### src/rtl/uart_register_pkg.sv
// -----------------------------------------------------------------------------
// uart_register_pkg
// Shared definitions for the UART register peripheral:
//   - register offsets relative to BASE_INDEX (DATA, STATUS)
//   - STATUS bit positions
//   - serial FSM state encoding shared by the TX and RX engines
//   - width of the per-frame data-bit counter
// -----------------------------------------------------------------------------
package uart_register_pkg;

    localparam int DATA_OFFSET   = 0;
    localparam int STATUS_OFFSET = 2;

    localparam int STAT_TX_NOT_FULL = 0;
    localparam int STAT_RX_VALID    = 1;
    localparam int STAT_RX_OVERRUN  = 2;
    localparam int STAT_TX_IDLE     = 3;

    typedef enum logic [1:0] {
        IDLE  = 2'd0,
        START = 2'd1,
        DATA  = 2'd2,
        STOP  = 2'd3
    } uart_state_t;

    // Eight data bits per frame -> counter 0..7.
    localparam int BIT_CNT_W = 3;

endpackage

### src/rtl/uart_register_peripheral_sync_fifo.sv
// -----------------------------------------------------------------------------
// sync_fifo
// Single-clock FIFO used as the TX byte buffer.
// Ports:
//   clk, reset_n   clock and synchronous active-low reset (empties the FIFO)
//   i_push, i_din  write request and data
//   i_pop          read request; o_dout shows the head entry (valid when !o_empty)
//   o_full/o_empty occupancy flags
//   o_count        number of stored entries, 0..DEPTH
// A push while full is only accepted when a pop happens on the same edge,
// so the count stays unchanged in that case. A pop while empty is ignored,
// so a push into an empty FIFO is never popped in the same cycle.
// DEPTH must be a power of two so the pointers wrap naturally.
// -----------------------------------------------------------------------------
module sync_fifo #(
    parameter int WIDTH = 8,
    parameter int DEPTH = 8
) (
    input  logic                       clk,
    input  logic                       reset_n,
    input  logic                       i_push,
    input  logic [WIDTH-1:0]           i_din,
    input  logic                       i_pop,
    output logic [WIDTH-1:0]           o_dout,
    output logic                       o_full,
    output logic                       o_empty,
    output logic [$clog2(DEPTH+1)-1:0] o_count
);

    localparam int AW = $clog2(DEPTH);
    localparam int CW = $clog2(DEPTH + 1);

    logic [WIDTH-1:0] r_mem [DEPTH];
    logic [AW-1:0]    r_wr_ptr;
    logic [AW-1:0]    r_rd_ptr;
    logic [CW-1:0]    r_count;
    logic             w_do_push;
    logic             w_do_pop;

    assign o_full    = (r_count == CW'(DEPTH));
    assign o_empty   = (r_count == '0);
    assign o_count   = r_count;
    assign o_dout    = r_mem[r_rd_ptr];
    assign w_do_pop  = i_pop && !o_empty;
    assign w_do_push = i_push && (!o_full || w_do_pop);

    // Storage carries no reset; validity is tracked by the pointers/count.
    always_ff @(posedge clk) begin
        if (w_do_push) begin
            r_mem[r_wr_ptr] <= i_din;
        end
    end

    always_ff @(posedge clk) begin
        if (!reset_n) begin
            r_wr_ptr <= '0;
            r_rd_ptr <= '0;
            r_count  <= '0;
        end else begin
            if (w_do_push) begin
                r_wr_ptr <= r_wr_ptr + AW'(1);
            end
            if (w_do_pop) begin
                r_rd_ptr <= r_rd_ptr + AW'(1);
            end
            if (w_do_push && !w_do_pop) begin
                r_count <= r_count + CW'(1);
            end else if (w_do_pop && !w_do_push) begin
                r_count <= r_count - CW'(1);
            end
        end
    end

endmodule

### src/rtl/uart_register_peripheral.sv
// -----------------------------------------------------------------------------
// uart_register_peripheral
// Serial console on the core register bus. DATA writes are buffered in a TX
// FIFO and sent 8N1 on uart_tx; STATUS and received bytes are returned on
// register_read_value (registered, updated on the edge that samples
// register_read, held until the next read).
// Ports:
//   clk                   system clock
//   reset_n               synchronous active-low reset
//   register_index [6:0]  register address
//   register_read         one-cycle read strobe
//   register_write        one-cycle write strobe
//   register_write_value  write data, bits [7:0] used
//   register_read_value   registered read data
//   uart_tx               serial output, idle high
//   uart_rx               serial input (asynchronous)
// Optional receiver: define UART_RX_EN. Without it uart_rx is unused,
// STATUS bits 1..2 read 0 and DATA reads return 0.
// -----------------------------------------------------------------------------
module uart_register_peripheral
    import uart_register_pkg::*;
#(
    parameter int CLKS_PER_BIT  = 4,
    parameter int TX_FIFO_DEPTH = 8,
    parameter int BASE_INDEX    = 0
) (
    input  logic        clk,
    input  logic        reset_n,
    input  logic [6:0]  register_index,
    input  logic        register_read,
    input  logic        register_write,
    input  logic [15:0] register_write_value,
    output logic [15:0] register_read_value,
    output logic        uart_tx,
    input  logic        uart_rx
);

    localparam int         CNT_W      = $clog2(CLKS_PER_BIT);
    localparam int         FCW        = $clog2(TX_FIFO_DEPTH + 1);
    localparam logic [6:0] DATA_IDX   = 7'(BASE_INDEX + DATA_OFFSET);
    localparam logic [6:0] STATUS_IDX = 7'(BASE_INDEX + STATUS_OFFSET);
    localparam logic [CNT_W-1:0] BIT_LAST = CNT_W'(CLKS_PER_BIT - 1);

    // ---------------- register decode ----------------
    logic w_data_wr;
    logic w_data_rd;
    logic w_status_rd;

    assign w_data_wr   = register_write && (register_index == DATA_IDX);
    assign w_data_rd   = register_read  && (register_index == DATA_IDX);
    assign w_status_rd = register_read  && (register_index == STATUS_IDX);

    // ---------------- TX FIFO ----------------
    logic [7:0]     w_fifo_dout;
    logic           w_fifo_full;
    logic           w_fifo_empty;
    logic [FCW-1:0] w_fifo_count;
    logic           w_tx_pop;

    sync_fifo #(
        .WIDTH (8),
        .DEPTH (TX_FIFO_DEPTH)
    ) u_tx_fifo (
        .clk     (clk),
        .reset_n (reset_n),
        .i_push  (w_data_wr),
        .i_din   (register_write_value[7:0]),
        .i_pop   (w_tx_pop),
        .o_dout  (w_fifo_dout),
        .o_full  (w_fifo_full),
        .o_empty (w_fifo_empty),
        .o_count (w_fifo_count)
    );

    // ---------------- TX engine ----------------
    uart_state_t          r_tx_state;
    logic [CNT_W-1:0]     r_tx_cnt;
    logic [BIT_CNT_W-1:0] r_tx_bit;
    logic [7:0]           r_tx_shift;
    logic                 r_tx;
    logic                 w_tx_idle;

    // Load the next byte from IDLE, or straight out of the last stop-bit
    // clock so consecutive frames have no idle gap.
    assign w_tx_pop  = !w_fifo_empty &&
                       ((r_tx_state == IDLE) ||
                        ((r_tx_state == STOP) && (r_tx_cnt == BIT_LAST)));
    assign w_tx_idle = w_fifo_empty && (r_tx_state == IDLE);
    assign uart_tx   = r_tx;

    // uart_tx is registered from the current state, so the line trails the
    // state by one clock; every bit still lasts CLKS_PER_BIT clocks. This
    // gives the start bit 2 clocks after the write edge (push, then pop).
    always_ff @(posedge clk) begin
        if (!reset_n) begin
            r_tx_state <= IDLE;
            r_tx_cnt   <= '0;
            r_tx_bit   <= '0;
            r_tx_shift <= '0;
            r_tx       <= 1'b1;
        end else begin
            case (r_tx_state)
                IDLE: begin
                    r_tx     <= 1'b1;
                    r_tx_cnt <= '0;
                    if (w_tx_pop) begin
                        r_tx_shift <= w_fifo_dout;
                        r_tx_state <= START;
                    end
                end
                START: begin
                    r_tx <= 1'b0;
                    if (r_tx_cnt == BIT_LAST) begin
                        r_tx_cnt   <= '0;
                        r_tx_bit   <= '0;
                        r_tx_state <= DATA;
                    end else begin
                        r_tx_cnt <= r_tx_cnt + CNT_W'(1);
                    end
                end
                DATA: begin
                    r_tx <= r_tx_shift[0];
                    if (r_tx_cnt == BIT_LAST) begin
                        r_tx_cnt   <= '0;
                        r_tx_shift <= {1'b0, r_tx_shift[7:1]};
                        if (r_tx_bit == BIT_CNT_W'(7)) begin
                            r_tx_state <= STOP;
                        end else begin
                            r_tx_bit <= r_tx_bit + BIT_CNT_W'(1);
                        end
                    end else begin
                        r_tx_cnt <= r_tx_cnt + CNT_W'(1);
                    end
                end
                STOP: begin
                    r_tx <= 1'b1;
                    if (r_tx_cnt == BIT_LAST) begin
                        r_tx_cnt <= '0;
                        if (w_tx_pop) begin
                            r_tx_shift <= w_fifo_dout;
                            r_tx_state <= START;
                        end else begin
                            r_tx_state <= IDLE;
                        end
                    end else begin
                        r_tx_cnt <= r_tx_cnt + CNT_W'(1);
                    end
                end
                default: begin
                    r_tx_state <= IDLE;
                end
            endcase
        end
    end

    // ---------------- RX engine (optional) ----------------
    logic [7:0] w_rx_byte;
    logic       w_rx_valid;
    logic       w_rx_overrun;

`ifdef UART_RX_EN
    logic                 r_rx_meta;
    logic                 r_rx_sync;
    logic                 r_rx_prev;
    uart_state_t          r_rx_state;
    logic [CNT_W-1:0]     r_rx_cnt;
    logic [BIT_CNT_W-1:0] r_rx_bit;
    logic [7:0]           r_rx_shift;
    logic [7:0]           r_rx_byte;
    logic                 r_rx_valid;
    logic                 r_rx_overrun;
    logic                 w_rx_load;

    // A good stop bit (line high at mid-stop) commits the byte.
    assign w_rx_load = (r_rx_state == STOP) && (r_rx_cnt == BIT_LAST) && r_rx_sync;

    always_ff @(posedge clk) begin
        if (!reset_n) begin
            r_rx_meta  <= 1'b1;
            r_rx_sync  <= 1'b1;
            r_rx_prev  <= 1'b1;
            r_rx_state <= IDLE;
            r_rx_cnt   <= '0;
            r_rx_bit   <= '0;
            r_rx_shift <= '0;
        end else begin
            r_rx_meta <= uart_rx;
            r_rx_sync <= r_rx_meta;
            r_rx_prev <= r_rx_sync;
            case (r_rx_state)
                IDLE: begin
                    r_rx_cnt <= '0;
                    if (r_rx_prev && !r_rx_sync) begin
                        r_rx_state <= START;
                    end
                end
                START: begin
                    // Re-check half a bit in; a high line was a glitch.
                    if (r_rx_cnt == CNT_W'(CLKS_PER_BIT / 2 - 1)) begin
                        r_rx_cnt   <= '0;
                        r_rx_bit   <= '0;
                        r_rx_state <= r_rx_sync ? IDLE : DATA;
                    end else begin
                        r_rx_cnt <= r_rx_cnt + CNT_W'(1);
                    end
                end
                DATA: begin
                    if (r_rx_cnt == BIT_LAST) begin
                        r_rx_cnt   <= '0;
                        r_rx_shift <= {r_rx_sync, r_rx_shift[7:1]};
                        if (r_rx_bit == BIT_CNT_W'(7)) begin
                            r_rx_state <= STOP;
                        end else begin
                            r_rx_bit <= r_rx_bit + BIT_CNT_W'(1);
                        end
                    end else begin
                        r_rx_cnt <= r_rx_cnt + CNT_W'(1);
                    end
                end
                STOP: begin
                    if (r_rx_cnt == BIT_LAST) begin
                        r_rx_cnt   <= '0;
                        r_rx_state <= IDLE;
                    end else begin
                        r_rx_cnt <= r_rx_cnt + CNT_W'(1);
                    end
                end
                default: begin
                    r_rx_state <= IDLE;
                end
            endcase
        end
    end

    // A DATA read on the load edge returns the old byte (register_read_value
    // samples r_rx_byte before it updates) and leaves the new byte valid.
    always_ff @(posedge clk) begin
        if (!reset_n) begin
            r_rx_byte    <= '0;
            r_rx_valid   <= 1'b0;
            r_rx_overrun <= 1'b0;
        end else begin
            if (w_rx_load) begin
                r_rx_byte <= r_rx_shift;
            end
            if (w_rx_load) begin
                r_rx_valid <= 1'b1;
            end else if (w_data_rd) begin
                r_rx_valid <= 1'b0;
            end
            if (w_data_rd) begin
                r_rx_overrun <= 1'b0;
            end else if (w_rx_load && r_rx_valid) begin
                r_rx_overrun <= 1'b1;
            end
        end
    end

    assign w_rx_byte    = r_rx_byte;
    assign w_rx_valid   = r_rx_valid;
    assign w_rx_overrun = r_rx_overrun;
`else
    logic w_rx_unused;

    assign w_rx_byte    = 8'h00;
    assign w_rx_valid   = 1'b0;
    assign w_rx_overrun = 1'b0;
    assign w_rx_unused  = uart_rx;
`endif

    // ---------------- read data ----------------
    logic [15:0] w_status;
    logic [15:0] r_read_value;
    logic        w_unused;

    always_comb begin
        w_status                   = 16'h0000;
        w_status[STAT_TX_NOT_FULL] = !w_fifo_full;
        w_status[STAT_RX_VALID]    = w_rx_valid;
        w_status[STAT_RX_OVERRUN]  = w_rx_overrun;
        w_status[STAT_TX_IDLE]     = w_tx_idle;
    end

    assign w_unused            = ^{register_write_value[15:8], w_fifo_count};
    assign register_read_value = r_read_value;

    always_ff @(posedge clk) begin
        if (!reset_n) begin
            r_read_value <= 16'h0000;
        end else if (register_read) begin
            if (w_data_rd) begin
                r_read_value <= {8'h00, w_rx_byte};
            end else if (w_status_rd) begin
                r_read_value <= w_status;
            end else begin
                r_read_value <= 16'h0000;
            end
        end
    end

endmodule

### config.mk
export PLATFORM = sky130hd
export DESIGN_NAME = uart_register_peripheral
export DESIGN_NICKNAME = d
export VERILOG_FILES = /design/src/rtl/uart_register_pkg.sv /design/src/rtl/uart_register_peripheral_sync_fifo.sv /design/src/rtl/uart_register_peripheral.sv
export SDC_FILE = /design/constraint.sdc
export NUM_CORES = 1
export LEC_CHECK = 0
export CORE_UTILIZATION = 38
export CTS_CLUSTER_DIAMETER = 30
export DETAILED_ROUTE_END_ITERATION = 12
export GPL_TIMING_DRIVEN = 0
export PLACE_DENSITY_LB_ADDON = 0.3
export SLEW_MARGIN = 20
export SYNTH_ARGS = -nofsm -noshare
export SYNTH_HDL_FRONTEND = slang
export SYNTH_SLANG_ARGS = --single-unit
### constraint.sdc
create_clock -name clk -period 2.35 [get_ports clk]
set_input_delay 0.235 -clock clk [delete_from_list [all_inputs] [get_ports clk]]
set_output_delay 0.235 -clock clk [all_outputs]
set_load 0.1 [all_outputs]
==> flow_metrics.py <==
metrics = {
    "finish": {
        "final_common_cell": "edfxtp_1",
        "utilization_pct": 47.9,
        "areaGrowthSynthToFinish_pct": 21.7,
        "fin_area_mm2": 0.00497,
        "stdcell_count": 474,
        "final_nets": 376,
        "insertedDiodeCount": 0,
        "most-common-layout-cells": "64 x edfxtp_1, 25 x dfxtp_1, 25 x buf_4",
        "drive_above_1_share_pct": 28.7,
    },
    "placed_design": {
        "place_area_mm2": 0.00460,
        "dp_hpwl_um": 4820,
        "port_buffers": 21,
        "gp_congestion": 0.716,
        "place_inst": 449,
    },
    "grt": {
        "grt_usage_pct": 14.2,
        "grt_antenna_before_repair": 0,
        "grt_max_degree": 18,
        "grt_pass1_wl_um": 11800,
        "first_global_vias": 2296,
        "grt_overflow_total": 0,
    },
    "die": {
        "dieArea_mm2": 0.0112,
        "dieHeight_um": 106,
        "rows": 37,
        "die_w_um": 106,
        "start_util_pct": 39.4,
        "core_region_area_mm2": 0.0104,
        "num_io_pins": 45,
    },
    "timing": {
        "tightest_slew_ns": 0.966,
        "setup_violations": 0,
        "relSlewSlack_pct": 35.4,
        "finClkSkew_ns": 0.0136,
        "final.period_utilization_pct": 99.8,
        "finalHoldViolCount": 0,
        "rsz0062_at_grt": "yes",
        "min_period_ns": 2.35,
        "slew_viol_final": 0,
        "max_freq_mhz": 426,
    },
    "yosys": {
        "syn_area_per_cell_um2": 14.7,
        "synth_cell_types": 50,
        "syn_area_mm2": 0.00409,
        "ys_ff_latch": 95,
        "async_flop_share_pct": 0,
        "ys.flop_type": "edfxtp_1",
        "yosysTopAreaCell": "edfxtp_1",
        "synth_edf_count": 64,
        "seq_area_frac_synth_pct": 62.2,
        "synth_top_area_share_pct": 47.0,
        "syn_inst": 278,
        "ys_warn_count": 0,
        "synth_area_leaders": "edfxtp_1 47%, dfxtp_1 15%, mux4_2 8.8%",
    },
    "drt": {
        "route.detailed.drc": 0,
        "routed-via-count": 2326,
        "ant_nets": 0,
        "dr.pass1.iters": 6,
        "routedWlPerCell_um": 15.3,
        "drt-total-wl_um": 7230,
        "vias_per_cell": 4.91,
        "drt_iter0_drc": 116,
    },
    "power": {
        "p_leak_uw": 0.00169,
        "finalPower_uw": 4670,
        "vdd_drop_max_uv": 469,
        "powerDensity_mw_per_mm2": 939,
    },
    "cts": {
        "clock-sinks": 95,
        "clock_latency_ns": 0.36,
        "cts_tree": "built",
        "path_clk_slew_ns": 0.10,
        "cts_buffer_depth": 2,
        "cts_buffers": 9,
        "cts_hold_buf": 0,
        "cts_root_buffer": "clkbuf_8",
        "h-tree-depth": 3,
    },
    "hold_path": {
        "hold_depth": 5,
        "hp-class": "primary input to flip-flop",
    },
    "critical_path": {
        "crit_required_ns": 2.65,
        "cp-end-kind": "flip-flop",
        "crit_chain": "clkdlybuf4s50_1 -> or4_4 -> a2111oi_4 -> ha_2 -> inv_4 -> ha_4 -> a21oi_4 -> a211oi_2 -> a31oi_1 -> mux2i_1",
        "cp.arrival_ns": 2.64,
        "cp_slowest_cell": "or4_4",
        "start_kind": "primary input",
        "slowest_delay_ns": 0.50,
        "rr_worst_depth": 11,
        "setup.worst_path.class": "primary input to flip-flop",
        "cp_max_fo": 4,
    },
    "outcome": {
        "status": "completed",
    },
    "run": {
        "max_cap_violations": 0,
    },
}
==> synth_stat cells, drive strengths merged, types with 2 or more instances <==
cell and number:
a21boi 3, a21oi 3, a22o 2, a22oi 4
and2 6, buf 18, clkbuf 7, dfxtp 31
edfxtp 64, ha 13, inv 14, mux2i 13
mux4 16, nand2 14, nand2b 5, nand3 2
nor2 9, nor2b 10, nor3 3, nor4b 2
o21a 2, o21ai 4, o221ai 7, xnor2 3
xor2 2
==> through the flow <==
| stage | TNS, ns | hold WS [ns] | worst slack (ns) |
|---|---|---|---|
| finish | 0 | 0.331 | 0.00353 |
| global placement | -46.62 | 0.444 | -1.05 |
| detailed placement | -40.02 | 0.452 | -0.663 |
| CTS | 0 | 0.434 | 0.00933 |
| floorplan | -0.00239 | 0.334 | -0.00239 |
| global route | -0.160 | 0.366 | -0.0862 |
==> state kept, by name, summed over array words and instances, names as in the netlist, named ones only <==
| name | flops |
|---|---|
| u_tx_fifo.r_mem | 64 |
| r_tx_shift | 8 |
| u_tx_fifo.o_count | 4 |
| r_tx_bit | 3 |
| u_tx_fifo.r_rd_ptr | 3 |
| u_tx_fifo.r_wr_ptr | 3 |
| r_tx_cnt | 2 |
| r_tx_state | 2 |
| register_read_value | 2 |
| uart_tx | 1 |
==> report_power, final <==
group,switching [µW],internal (µW)
clock,586,399
sequential,154,1960
combinational,848,719
total,1590,3080
==> worst max-delay path, delay by kind of cell <==
kind	cells	cell delay (ns)
buffers and inverters	2	0.46
adders and majority gates	2	0.53
AOI/OAI and AO/OA	4	0.72
muxes	1	0.20
and+or+nand+nor	1	0.50
==> timing repair <==
| item | CTS | global route |
|---|---|---|
| hold endpoints to repair | 0 | 0 |
| pin swaps | 6 | 3 |
| setup endpoints to repair | 64 | 64 |
| gates resized for setup | 17 | 16 |
| setup buffers | 4 | 6 |
==> path summary, 6_finish.rpt <==
kind | from | slack, ns | endpoint
min | register_index[0] | 0.33 | register_read_value[3]$_SDFFE_PN0P_
max reg2reg | r_tx_state[1]$_SDFFE_PN0P_ | 0.02 | u_tx_fifo.o_count[3]$_SDFFE_PN0P_
min reg2reg | r_tx_cnt[0]$_SDFF_PP0_ | 0.44 | r_tx_cnt[0]$_SDFF_PP0_
max | register_index[2] | 0.004 | u_tx_fifo.o_count[3]$_SDFFE_PN0P_
==> layer usage <==
metal  vias up  GRT usage (%)  part of all wire, %
li1       1125              -                    -
met1      1150           17.6                   43
met2        46           23.8                   51
met3         5           4.08                  4.6
met4         0           4.76                  1.3
met5         -              0                    0
==> layout make-up <==
type / instances / area [µm²]
Clock buffer: 9 / 124
Inverter: 14 / 60.1
Fill cell: 926 / 5400
Sequential cell: 95 / 2550
Multi-Input combinational cell: 157 / 1570
Timing Repair Buffer: 32 / 294
Buffer: 25 / 150
Clock inverter: 6 / 52.6
Tap cell: 136 / 170
==> cell families (layout without fill, tap and decap cells) <==
logic type	count (synthesis)	after routing	synth area share, %
flip-flops	95	95	62.2
AND/OR/NAND/NOR	61	61	8.45
buffers and inverters	39	86	4.96
AO/OA/AOI/OAI	33	33	6.43
multiplexers	30	30	12.3
adder cells (fa/ha/maj)	14	14	4.47
XOR/XNOR	5	5	1.07
other	1	14	0.0918
(Power assumes the default switching activity.)
